`config.mk`:
```
export PLATFORM = sky130hd
export DESIGN_NAME = pc_addr_unit
export DESIGN_NICKNAME = d
export VERILOG_FILES = /design/src/rtl/pc_addr_unit_pkg.sv /design/src/rtl/pc_addr_unit_page_adder.sv /design/src/rtl/pc_addr_unit.sv
export SDC_FILE = /design/constraint.sdc
export NUM_CORES = 1
export LEC_CHECK = 0
export ABC_CLOCK_PERIOD_IN_PS = 6700
export CAP_MARGIN = 20
export CORE_MARGIN = 4
export CORE_UTILIZATION = 61
export CTS_CLUSTER_SIZE = 40
export DETAILED_ROUTE_END_ITERATION = 7
export PLACE_DENSITY = 0.92
export SETUP_SLACK_MARGIN = 0.1
export SYNTH_ARGS = -nofsm -noshare
export SYNTH_HDL_FRONTEND = slang
export SYNTH_SLANG_ARGS = --single-unit
```
`constraint.sdc`:
```
create_clock -name clk_i -period 6.7 [get_ports clk_i]
set_clock_uncertainty 0.15 [all_clocks]
set_input_delay 1.34 -clock clk_i [delete_from_list [all_inputs] [get_ports clk_i]]
set_output_delay 1.34 -clock clk_i [all_outputs]
set_load 0.03 [all_outputs]
```
`src/rtl/pc_addr_unit_pkg.sv`:
```
// ---------------------------------------------------------------------------
// pc_addr_unit_pkg
// Shared encodings for the program-counter / address-bus unit:
//   cmd_e      - command codes issued by the control unit
//   vec_sel_e  - interrupt/reset vector selector codes
//   state_e    - sequencer states (2-bit encoding)
// ---------------------------------------------------------------------------
package pc_addr_unit_pkg;

  typedef enum logic [2:0] {
    CMD_NOP     = 3'd0,
    CMD_INC     = 3'd1,
    CMD_LOAD_LO = 3'd2,
    CMD_LOAD_HI = 3'd3,
    CMD_BRANCH  = 3'd4,
    CMD_VECTOR  = 3'd5
  } cmd_e;

  typedef enum logic [1:0] {
    VEC_NMI = 2'd0,
    VEC_RES = 2'd1,
    VEC_BRK = 2'd2,
    VEC_IRQ = 2'd3
  } vec_sel_e;

  typedef enum logic [1:0] {
    ST_IDLE   = 2'd0,
    ST_BR_FIX = 2'd1,
    ST_VEC_LO = 2'd2,
    ST_VEC_HI = 2'd3
  } state_e;

endpackage

```
`src/rtl/pc_addr_unit_page_adder.sv`:
```
// ---------------------------------------------------------------------------
// pc_addr_unit_page_adder
// Combinational DW-bit add of an unsigned page offset and a signed
// two's-complement displacement.
//   a_i      in   DW  unsigned operand (PC low byte, or zero-extended HI)
//   off_i    in   DW  signed displacement
//   sum_o    out  DW  a_i + off_i modulo 2**DW
//   cross_o  out  1   result left the page (carry for +, borrow for -)
//   up_o     out  1   1 = displacement is non-negative
// ---------------------------------------------------------------------------
module pc_addr_unit_page_adder #(
  parameter int DW = 8
) (
  input  logic [DW-1:0] a_i,
  input  logic [DW-1:0] off_i,
  output logic [DW-1:0] sum_o,
  output logic          cross_o,
  output logic          up_o
);

  logic [DW:0] fullSum;

  // An unsigned add of a negative displacement carries out exactly when the
  // result stays in the page, so for negative offsets a missing carry is
  // the borrow into the previous page.
  always_comb begin
    fullSum = {1'b0, a_i} + {1'b0, off_i};
    sum_o   = fullSum[DW-1:0];
    up_o    = ~off_i[DW-1];
    cross_o = up_o ? fullSum[DW] : ~fullSum[DW];
  end

endmodule

```
`src/rtl/pc_addr_unit.sv`:
```
// ---------------------------------------------------------------------------
// pc_addr_unit
// Program counter and address-bus latch for the mc6502 core, including the
// multi-cycle relative-branch fix-up and vector fetch sequences.
//   clk_i         in   1   clock, rising edge
//   rst_i         in   1   asynchronous reset, active-high
//   rdy_i         in   1   1 = advance, 0 = freeze all state
//   cmd_i         in   3   command (see cmd_e), accepted only when idle
//   vecSel_i      in   2   vector selector, sampled with CMD_VECTOR
//   db_i          in   DW  read data / signed branch offset
//   pc_o          out  AW  program counter
//   ab_o          out  AW  registered address bus
//   busy_o        out  1   a multi-cycle sequence is in progress
//   pageCross_o   out  1   registered pulse: branch crossed a page
//   done_o        out  1   registered pulse: BRANCH or VECTOR completed
// ---------------------------------------------------------------------------
module pc_addr_unit
  import pc_addr_unit_pkg::*;
#(
  parameter int             DW      = 8,
  parameter int             AW      = 16,
  parameter logic [AW-1:0]  PC_INIT = '0
) (
  input  logic          clk_i,
  input  logic          rst_i,
  input  logic          rdy_i,
  input  logic [2:0]    cmd_i,
  input  logic [1:0]    vecSel_i,
  input  logic [DW-1:0] db_i,
  output logic [AW-1:0] pc_o,
  output logic [AW-1:0] ab_o,
  output logic          busy_o,
  output logic          pageCross_o,
  output logic          done_o
);

  // Lowest vector address (NMI) is 2**AW - 6.
  localparam logic [AW-1:0] VEC_BASE = ~AW'(5);

  logic [AW-1:0]    pc_q, pc_d;
  logic [AW-1:0]    ab_q, ab_d;
  state_e           state_q, state_d;
  logic             pageCross_q, pageCross_d;
  logic             done_q, done_d;
  logic             brUp_q, brUp_d;

  logic [DW-1:0]    lo;
  logic [AW-DW-1:0] hi;
  logic [DW-1:0]    addA, addB, addSum;
  logic             addCross, addUp;
  logic [1:0]       selEff;
  logic [AW-1:0]    vecAddr;
  logic [AW-1:0]    loadHiPc, fixPc;

  assign lo = pc_q[DW-1:0];
  assign hi = pc_q[AW-1:DW];

  // One adder serves both paths: in BR_FIX it steps the zero-extended HI
  // by +1 or -1, otherwise it adds the branch offset to LO.
  always_comb begin
    if (state_q == ST_BR_FIX) begin
      addA = DW'(hi);
      addB = brUp_q ? DW'(1) : '1;
    end else begin
      addA = lo;
      addB = db_i;
    end
  end

  pc_addr_unit_page_adder #(.DW(DW)) u_pageAdder (
    .a_i     (addA),
    .off_i   (addB),
    .sum_o   (addSum),
    .cross_o (addCross),
    .up_o    (addUp)
  );

  // Both IRQ selector codes share the BRK/IRQ vector. The truncating casts
  // keep only the HI-width part of the value placed above LO.
  always_comb begin
    selEff   = (vecSel_i == VEC_IRQ) ? VEC_BRK : vecSel_i;
    vecAddr  = VEC_BASE + AW'({selEff, 1'b0});
    loadHiPc = AW'({db_i, lo});
    fixPc    = AW'({addSum, lo});
  end

  // Next-state logic. With rdy_i low every register, pulses included,
  // keeps its value, so a wait stretches any state by the low cycles.
  always_comb begin
    pc_d        = pc_q;
    ab_d        = ab_q;
    state_d     = state_q;
    pageCross_d = pageCross_q;
    done_d      = done_q;
    brUp_d      = brUp_q;
    if (rdy_i) begin
      pageCross_d = 1'b0;
      done_d      = 1'b0;
      case (state_q)
        ST_IDLE: begin
          case (cmd_i)
            CMD_INC: begin
              pc_d = pc_q + AW'(1);
              ab_d = pc_q + AW'(1);
            end
            CMD_LOAD_LO: pc_d = {hi, db_i};
            CMD_LOAD_HI: begin
              pc_d = loadHiPc;
              ab_d = loadHiPc;
            end
            CMD_BRANCH: begin
              pc_d = {hi, addSum};
              ab_d = {hi, addSum};
              if (addCross) begin
                pageCross_d = 1'b1;
                brUp_d      = addUp;
                state_d     = ST_BR_FIX;
              end else begin
                done_d      = 1'b1;
              end
            end
            CMD_VECTOR: begin
              ab_d    = vecAddr;
              state_d = ST_VEC_LO;
            end
            default: ;
          endcase
        end
        ST_BR_FIX: begin
          pc_d    = fixPc;
          ab_d    = fixPc;
          done_d  = 1'b1;
          state_d = ST_IDLE;
        end
        // AB still holds the vector address here, so +1 gives its high byte.
        ST_VEC_LO: begin
          pc_d    = {hi, db_i};
          ab_d    = ab_q + AW'(1);
          state_d = ST_VEC_HI;
        end
        ST_VEC_HI: begin
          pc_d    = loadHiPc;
          ab_d    = loadHiPc;
          done_d  = 1'b1;
          state_d = ST_IDLE;
        end
        default: state_d = ST_IDLE;
      endcase
    end
  end

  // State registers; reset may land at any point, including mid-sequence.
  always_ff @(posedge clk_i or posedge rst_i) begin
    if (rst_i) begin
      pc_q        <= PC_INIT;
      ab_q        <= PC_INIT;
      state_q     <= ST_IDLE;
      pageCross_q <= 1'b0;
      done_q      <= 1'b0;
      brUp_q      <= 1'b0;
    end else begin
      pc_q        <= pc_d;
      ab_q        <= ab_d;
      state_q     <= state_d;
      pageCross_q <= pageCross_d;
      done_q      <= done_d;
      brUp_q      <= brUp_d;
    end
  end

  assign pc_o        = pc_q;
  assign ab_o        = ab_q;
  assign busy_o      = (state_q != ST_IDLE);
  assign pageCross_o = pageCross_q;
  assign done_o      = done_q;

endmodule

```
# Word level (Yosys, flattened, before mapping)
# Cells that the tools add are included.
# W data, S select, Z words.
[word_totals]
reg_bits = 37
in_bits = 16
output_inout_bits = 35
word_cells = 59
[op_classes]
n_addsub = 4
n_eq_ne = 17
mux = 18
n_bitwise = 5
n_reduce_logical = 8
[op_table]
columns = ["operator", "n"]
rows = [
  ["$pmux W16 S4", 4],
  ["$add A16 B1 Y16 const B", 2],
  ["$mux W8", 3],
  ["$reduce_and A5 Y1", 2],
  ["$add A8 B8 Y9", 1],
  ["$eq A2 B2 Y1 const B", 3],
  ["$eq A3 B2 Y1 const B", 2],
  ["$eq A3 B3 Y1 const B", 2],
  ["$mux W1", 6],
  ["$ne A2 B2 Y1 const B", 3],
  ["$ne A3 B1 Y1 const B", 2],
  ["$pmux W2 S3", 1],
  ["$add A4 B4 Y5 const A", 1],
  ["$ne A5 B1 Y1 const B", 1],
  ["$not A1 Y1", 5],
  ["$mux W2", 2],
  ["$ne A4 B1 Y1 const B", 1],
  ["$pmux W2 S2", 1],
  ["$reduce_and A4 Y1", 1],
  ["$eq A3 B1 Y1 const B", 1],
  ["$ne A3 B3 Y1 const B", 1],
  ["$reduce_and A3 Y1", 1],
  ["$eq A2 B1 Y1 const B", 1],
  ["$logic_not A2 Y1", 1],
  ["4 further kinds", 4],
]

# Longest topological paths before layout
[depth]
ltp_word = 8
ltp_mapped = 13
depth_no_buf = 11

# Cells and area by module
# From an unflattened synthesis, not the netlist that was laid out.
[unflattened]
cells_unflattened = 556
area_unflattened_um2 = 4083.9
[by_module_without_submodules]
columns = ["mod", "n_inst", "cells_each", "area_per_inst_um2", "seq_area_each_um2"]
rows = [
  ["pc_addr_unit", 1, 511, 3732.3, 925.9],
  ["pc_addr_unit_page_adder", 1, 45, 351.6, 0.0],
]

# Worst setup path before layout
# No wires, ideal clock.
[synth_path]
path_kind = "input-to-reg"
start = "input db_i[0]"
end = "register state_q[0]"
setup_time_ns = 0.065
arrival_time_ns = 3.279
required_ns = 6.485
path_slack_ns = 3.206
cell_stages = 9
n_path_buf = 0
path_cell_list = "nand2b_1 ha_1 fa_1 a21o_1 a221oi_2 o21ai_1 xnor2_1 o311ai_1 o21a_1"
[synth_between]
elab_chain_len = 6
[synth_lines]
columns = ["element", "line_no", "rtl"]
rows = [
  ["start: declaration", "pc_addr_unit.sv:29", "input logic [DW-1:0] db_i,"],
  ["$mux W8 (*)", "pc_addr_unit.sv:61", "if (state_q == ST_BR_FIX) begin"],
  ["$add A8 B8 Y9 (*)", "pc_addr_unit_page_adder.sv:27", "fullSum = {1'b0, a_i} + {1'b0, off_i};"],
  ["$not A1 Y1", "pc_addr_unit_page_adder.sv:30", "cross_o = up_o ? fullSum[DW] : ~fullSum[DW];"],
  ["$mux W1 (*)", "pc_addr_unit_page_adder.sv:30", ""],
  ["$ne A3 B3 Y1 (no line) (*)", "--", ""],
  ["$reduce_and A3 Y1 (no line) (*)", "--", ""],
  ["end signal: assignment", "pc_addr_unit.sv:164", "state_q <= state_d;"],
  ["end: declaration", "pc_addr_unit.sv:42", "state_e state_q, state_d;"],
]
# Every way passes the cells marked *; elsewhere a longest branch is shown, timed or not.
# A chain may end at the register's enable or synchronous reset.

# Final worst setup path
[layout_path]
start = "input db_i[0]"
end = "register ab_q[10], in the netlist ab_o[10]"
[layout_between]
elab_chain_len = 3
[layout_lines]
columns = ["element", "line_no", "rtl"]
rows = [
  ["$mux W8", "pc_addr_unit.sv:61", ""],
  ["$add A8 B8 Y9", "pc_addr_unit_page_adder.sv:27", ""],
  ["$pmux W16 S4", "pc_addr_unit.sv:99", "case (state_q)"],
  ["end signal: assignment", "pc_addr_unit.sv:156", "ab_q <= PC_INIT;"],
  ["end signal: assignment", "pc_addr_unit.sv:163", "ab_q <= ab_d;"],
  ["end: declaration", "pc_addr_unit.sv:41", "logic [AW-1:0] ab_q, ab_d;"],
]
# Every way passes these cells.

==> metrics.csv <==
stage,metric,value,unit
status,outcome,finished with violations,
status,failing checks,DRC,
pwr,part of the total power dissipated in the clock network,8.5,%
clocking,clock latency on the worst-skew pair,0.30,ns
place,weighted congestion reported at the end of routability-driven placement,1.03,
timing,number of endpoints with negative hold slack in the final report,0,
timing,final setup violating endpoints,0,
critical_path,data arrival time of the worst path,4.13,ns
final_layout,final-layout fill cell count,494,
flow_run,total of max-cap violations,0,
clocking,maximum level of the CTS H-tree,2,
route,total detailed-routing wirelength,14200,um
critical_path,cell family with the largest share of critical-path delay,compound AO/OA/AOI/OAI gates,
place,instance area after placement,4300,um2
route,Iter 0 DRT Violations,799,
yosys,Synth top area share,23.8,%
place,DP Wirelength,10000,um
min_path,Worst Hold End,pageCross_o,
yosys,most area-hungry cell type in the Yosys netlist,dfrtp_1,
clocking,quantity of hold-fixing buffers added after cts,0,
grt,wire length of the first global-routing pass,22500,um
clocking,number of sinks on the clock net,37,
die,Die W,87.8,um
yosys,most frequently used cell type in the post-synthesis netlist,nand2_1,
yosys,fraction of registers with async set/reset,100,%
route,via total after detailed routing,4508,
final_layout,number of standard cells in the final layout excluding fillers,623,
route,drt wl/cell,22.7,um
clocking,Root Buffer,clkbuf_8,
min_path,start point of the worst hold path,pageCross_o,
clocking,clock edge transition at the registers on the reported setup and hold paths,0.08,ns
final_layout,post-route cell area,4400,um2
critical_path,cells along the critical path,clkdlybuf4s50_1 > nand2b_1 > ha_1 > fa_1 > xnor2_1 > a21oi_1 > a31oi_1 > o31ai_1 > a32o_1,
timing,worst-case headroom to the max-slew limit,42.0,%
critical_path,crit path launch type,input port,
critical_path,required time at the endpoint of the critical path,6.74,ns
final_layout,layout-stage area growth over the synthesis result,13.0,%
clocking,clock tree buffer depth,2,
critical_path,startpoint of the lowest-slack register-to-register path,state_q[0],
pwr,leakage,1.75,nW
timing,portion of the clock cycle consumed by the worst path in the final layout,61.1,%
pwr,IR Drop Worst-Case VDD,0.353,mV
clocking,post-CTS repair timing setup buffer count,0,
route,antenna-violating nets left,0,
pwr,Net Sw Frac,54.8,%
route,remaining design rule violation count,3,
critical_path,CP max-delay cell,clkdlybuf4s50_1,
die,number of top-level design ports,51,
die,die span in y,87.8,um
place,number of placed cells counting well taps,613,
critical_path,slack of the worst reg-to-reg path,2.72,ns
pwr,Psw,1.04,mW
die,core box area,6060,um2
critical_path,worst r2r path cells,10,
die,placement row count,28,
die,initial cell density of the core,64.2,%
pwr,Final Power,1.91,mW
route,detail-routed via count per cell,7.24,
yosys,leading cell types by count after synthesis,"72 x nand2_1, 45 x a21oi_1, 37 x dfrtp_1, 36 x o21ai_0, 33 x nor2_1",
yosys,dominant synthesized flop cell,dfrtp_1,
clocking,CTS-repair resized insts,0,
critical_path,buffer and inverter count on the worst path,1,
yosys,Synth Register Bits,37,
timing,RSZ-0062 raised after global routing,no,
pwr,proportion of power drawn by flip-flops and latches,28.0,%
grt,total global routing track utilization,37.9,%
final_layout,ANT cells,0,
timing,Final Hold Slack,0.371,ns
grt,number of global-route vias before repair,4282,
grt,aggregate global routing overflow,0,
grt,largest net degree at the start of global routing,40,
clocking,Inserted Clock Buffers,5,
timing,fmax,244,MHz
timing,worst slew pin tran,0.868,ns
critical_path,crit path max fanout,5,
pwr,fraction of power consumed by combinational cells,63.5,%
critical_path,end of the worst register-to-register path,ab_o[10],
critical_path,CP Capture Type,register,
clocking,TritonCTS clock tree,built,
yosys,synthesized area,3890,um2
yosys,top post-synthesis cells by area,"dfrtp_1 24%, nand2_1 6.9%, a21oi_1 5.8%",
min_path,classification of the worst-slack hold path,register to register,
grt,initial antenna violation count,1,
critical_path,peak per-stage delay on the critical path,0.50,ns
die,Die Footprint,7720,um2
pwr,internal power,861,uW
yosys,count of unique library cells instantiated by Yosys,71,
critical_path,category of the critical setup timing path,input port to register,
pwr,Cell Pwr Density,434,nW/um2
yosys,count of synthesis-stage warnings from yosys,0,
yosys,number of enable flip-flop cells after synthesis,0,
final_layout,ratio of cells with drive above 1 in the final layout,5.29,%
timing,Slew Limit Fails,0,
place,# port buffers,50,
yosys,share of the yosys chip area belonging to registers,23.8,%
yosys,syn avg cell area,7.42,um2
timing,Period minus WS final,4.09,ns
timing,setup TNS,0,ns
yosys,Post-Synthesis Cells,524,
final_layout,final layout net count,574,
route,number of search-and-repair iterations in the first detailed-routing pass,8,
yosys,number of nets produced by synthesis,551,
min_path,Worst Hold Path Cells,1,
-- worst max path at each step --
stage,start,endpoint,slack (ns),depth (start not counted)
floorplan,db_i[0],state_q[0],3.21,9
global placement,cmd_i[2],ab_o[6],2.29,6
detailed placement,cmd_i[2],pc_o[7],2.35,6
CTS,cmd_i[2],pc_o[7],2.66,6
global route,db_i[0],state_q[0],2.40,10
finish,db_i[0],ab_o[10],2.61,9
-- kinds of logic (layout without fill, tap and decap cells) --
kind of cell / count (synthesis) / count (layout) / share of synthesized area, %
XOR/XNOR: 26 / 26 / 5.86
AND/OR/NAND/NOR: 192 / 192 / 25.0
AO/OA/AOI/OAI: 199 / 199 / 33.4
adder cells (fa/ha/maj): 11 / 11 / 3.73
flip-flops: 37 / 37 / 23.8
buffers and inverters: 57 / 81 / 7.66
multiplexers: 2 / 2 / 0.547
-- sequential cells by signal, indices dropped and copies added, names as in the netlist --
signal / count
done_o: 1
ab_o: 16
state_q: 2
pageCross_o: 1
brUp_q: 1
pc_o: 16
-- power by group through the flow --
stage,registers [mW],clock network (mW),logic (mW)
after CTS,0.521,0.160,1.18
after floorplan,0.612,0,0.693
after global routing,0.550,0.170,1.29
after global placement,0.521,0,1.16
after detailed placement,0.525,0,1.18
final,0.535,0.161,1.21
-- stage by stage --
step / utilization [%] / setup WS [ns]
finish: 72.5 / 2.61
CTS: 72.3 / 2.66
global route: 72.5 / 2.40
global placement: 70.7 / 2.29
detailed placement: 70.9 / 2.35
floorplan: - / 3.21
-- area by class of cell --
class                   instances  area, um2  share of cell area (%)
flip-flops and latches         37        926                    21.1
inverters                      13       48.8                    1.11
clock buffers                   6       72.6                    1.65
well taps                      75       93.8                    2.13
multi-input cells             430       2670                    60.6
repair buffers                 60        579                    13.2
clock inverters                 2       10.0                   0.228
-- cell usage in the layout (no fill, tap or decap), types with 4 or more instances in the layout --
cell type and instances:
a21oi_1 45, xnor2_1 16, and3_1 10, buf_4 9
a21o_1 13, a32oi_1 4, clkbuf_8 5, o21ai_0 36
o211ai_1 6, inv_1 11, a211oi_1 6, xor2_1 10
o221ai_1 4, a31oi_1 7, a221oi_1 10, o31ai_1 5
o21ai_1 19, nand4_1 9, nand2_1 72, o22ai_1 8
o21a_1 4, nor2b_1 7, ha_1 10, nor2_1 33
dfrtp_1 37, and4_1 5, nand2b_1 5, clkdlybuf4s50_1 50
nor3_1 15, nand3_1 20, a22oi_1 5
-- layer usage --
metal  share of wire (%)  track usage (%)  vias to the layer above
li1                    -                -                     2006
met4                 4.4             18.0                        2
met3                  13             10.2                       72
met5               0.049                0                        -
met1                  38             50.9                     2043
met2                  44             56.5                      385
No activity file was read; power rests on OpenSTA's default activity.
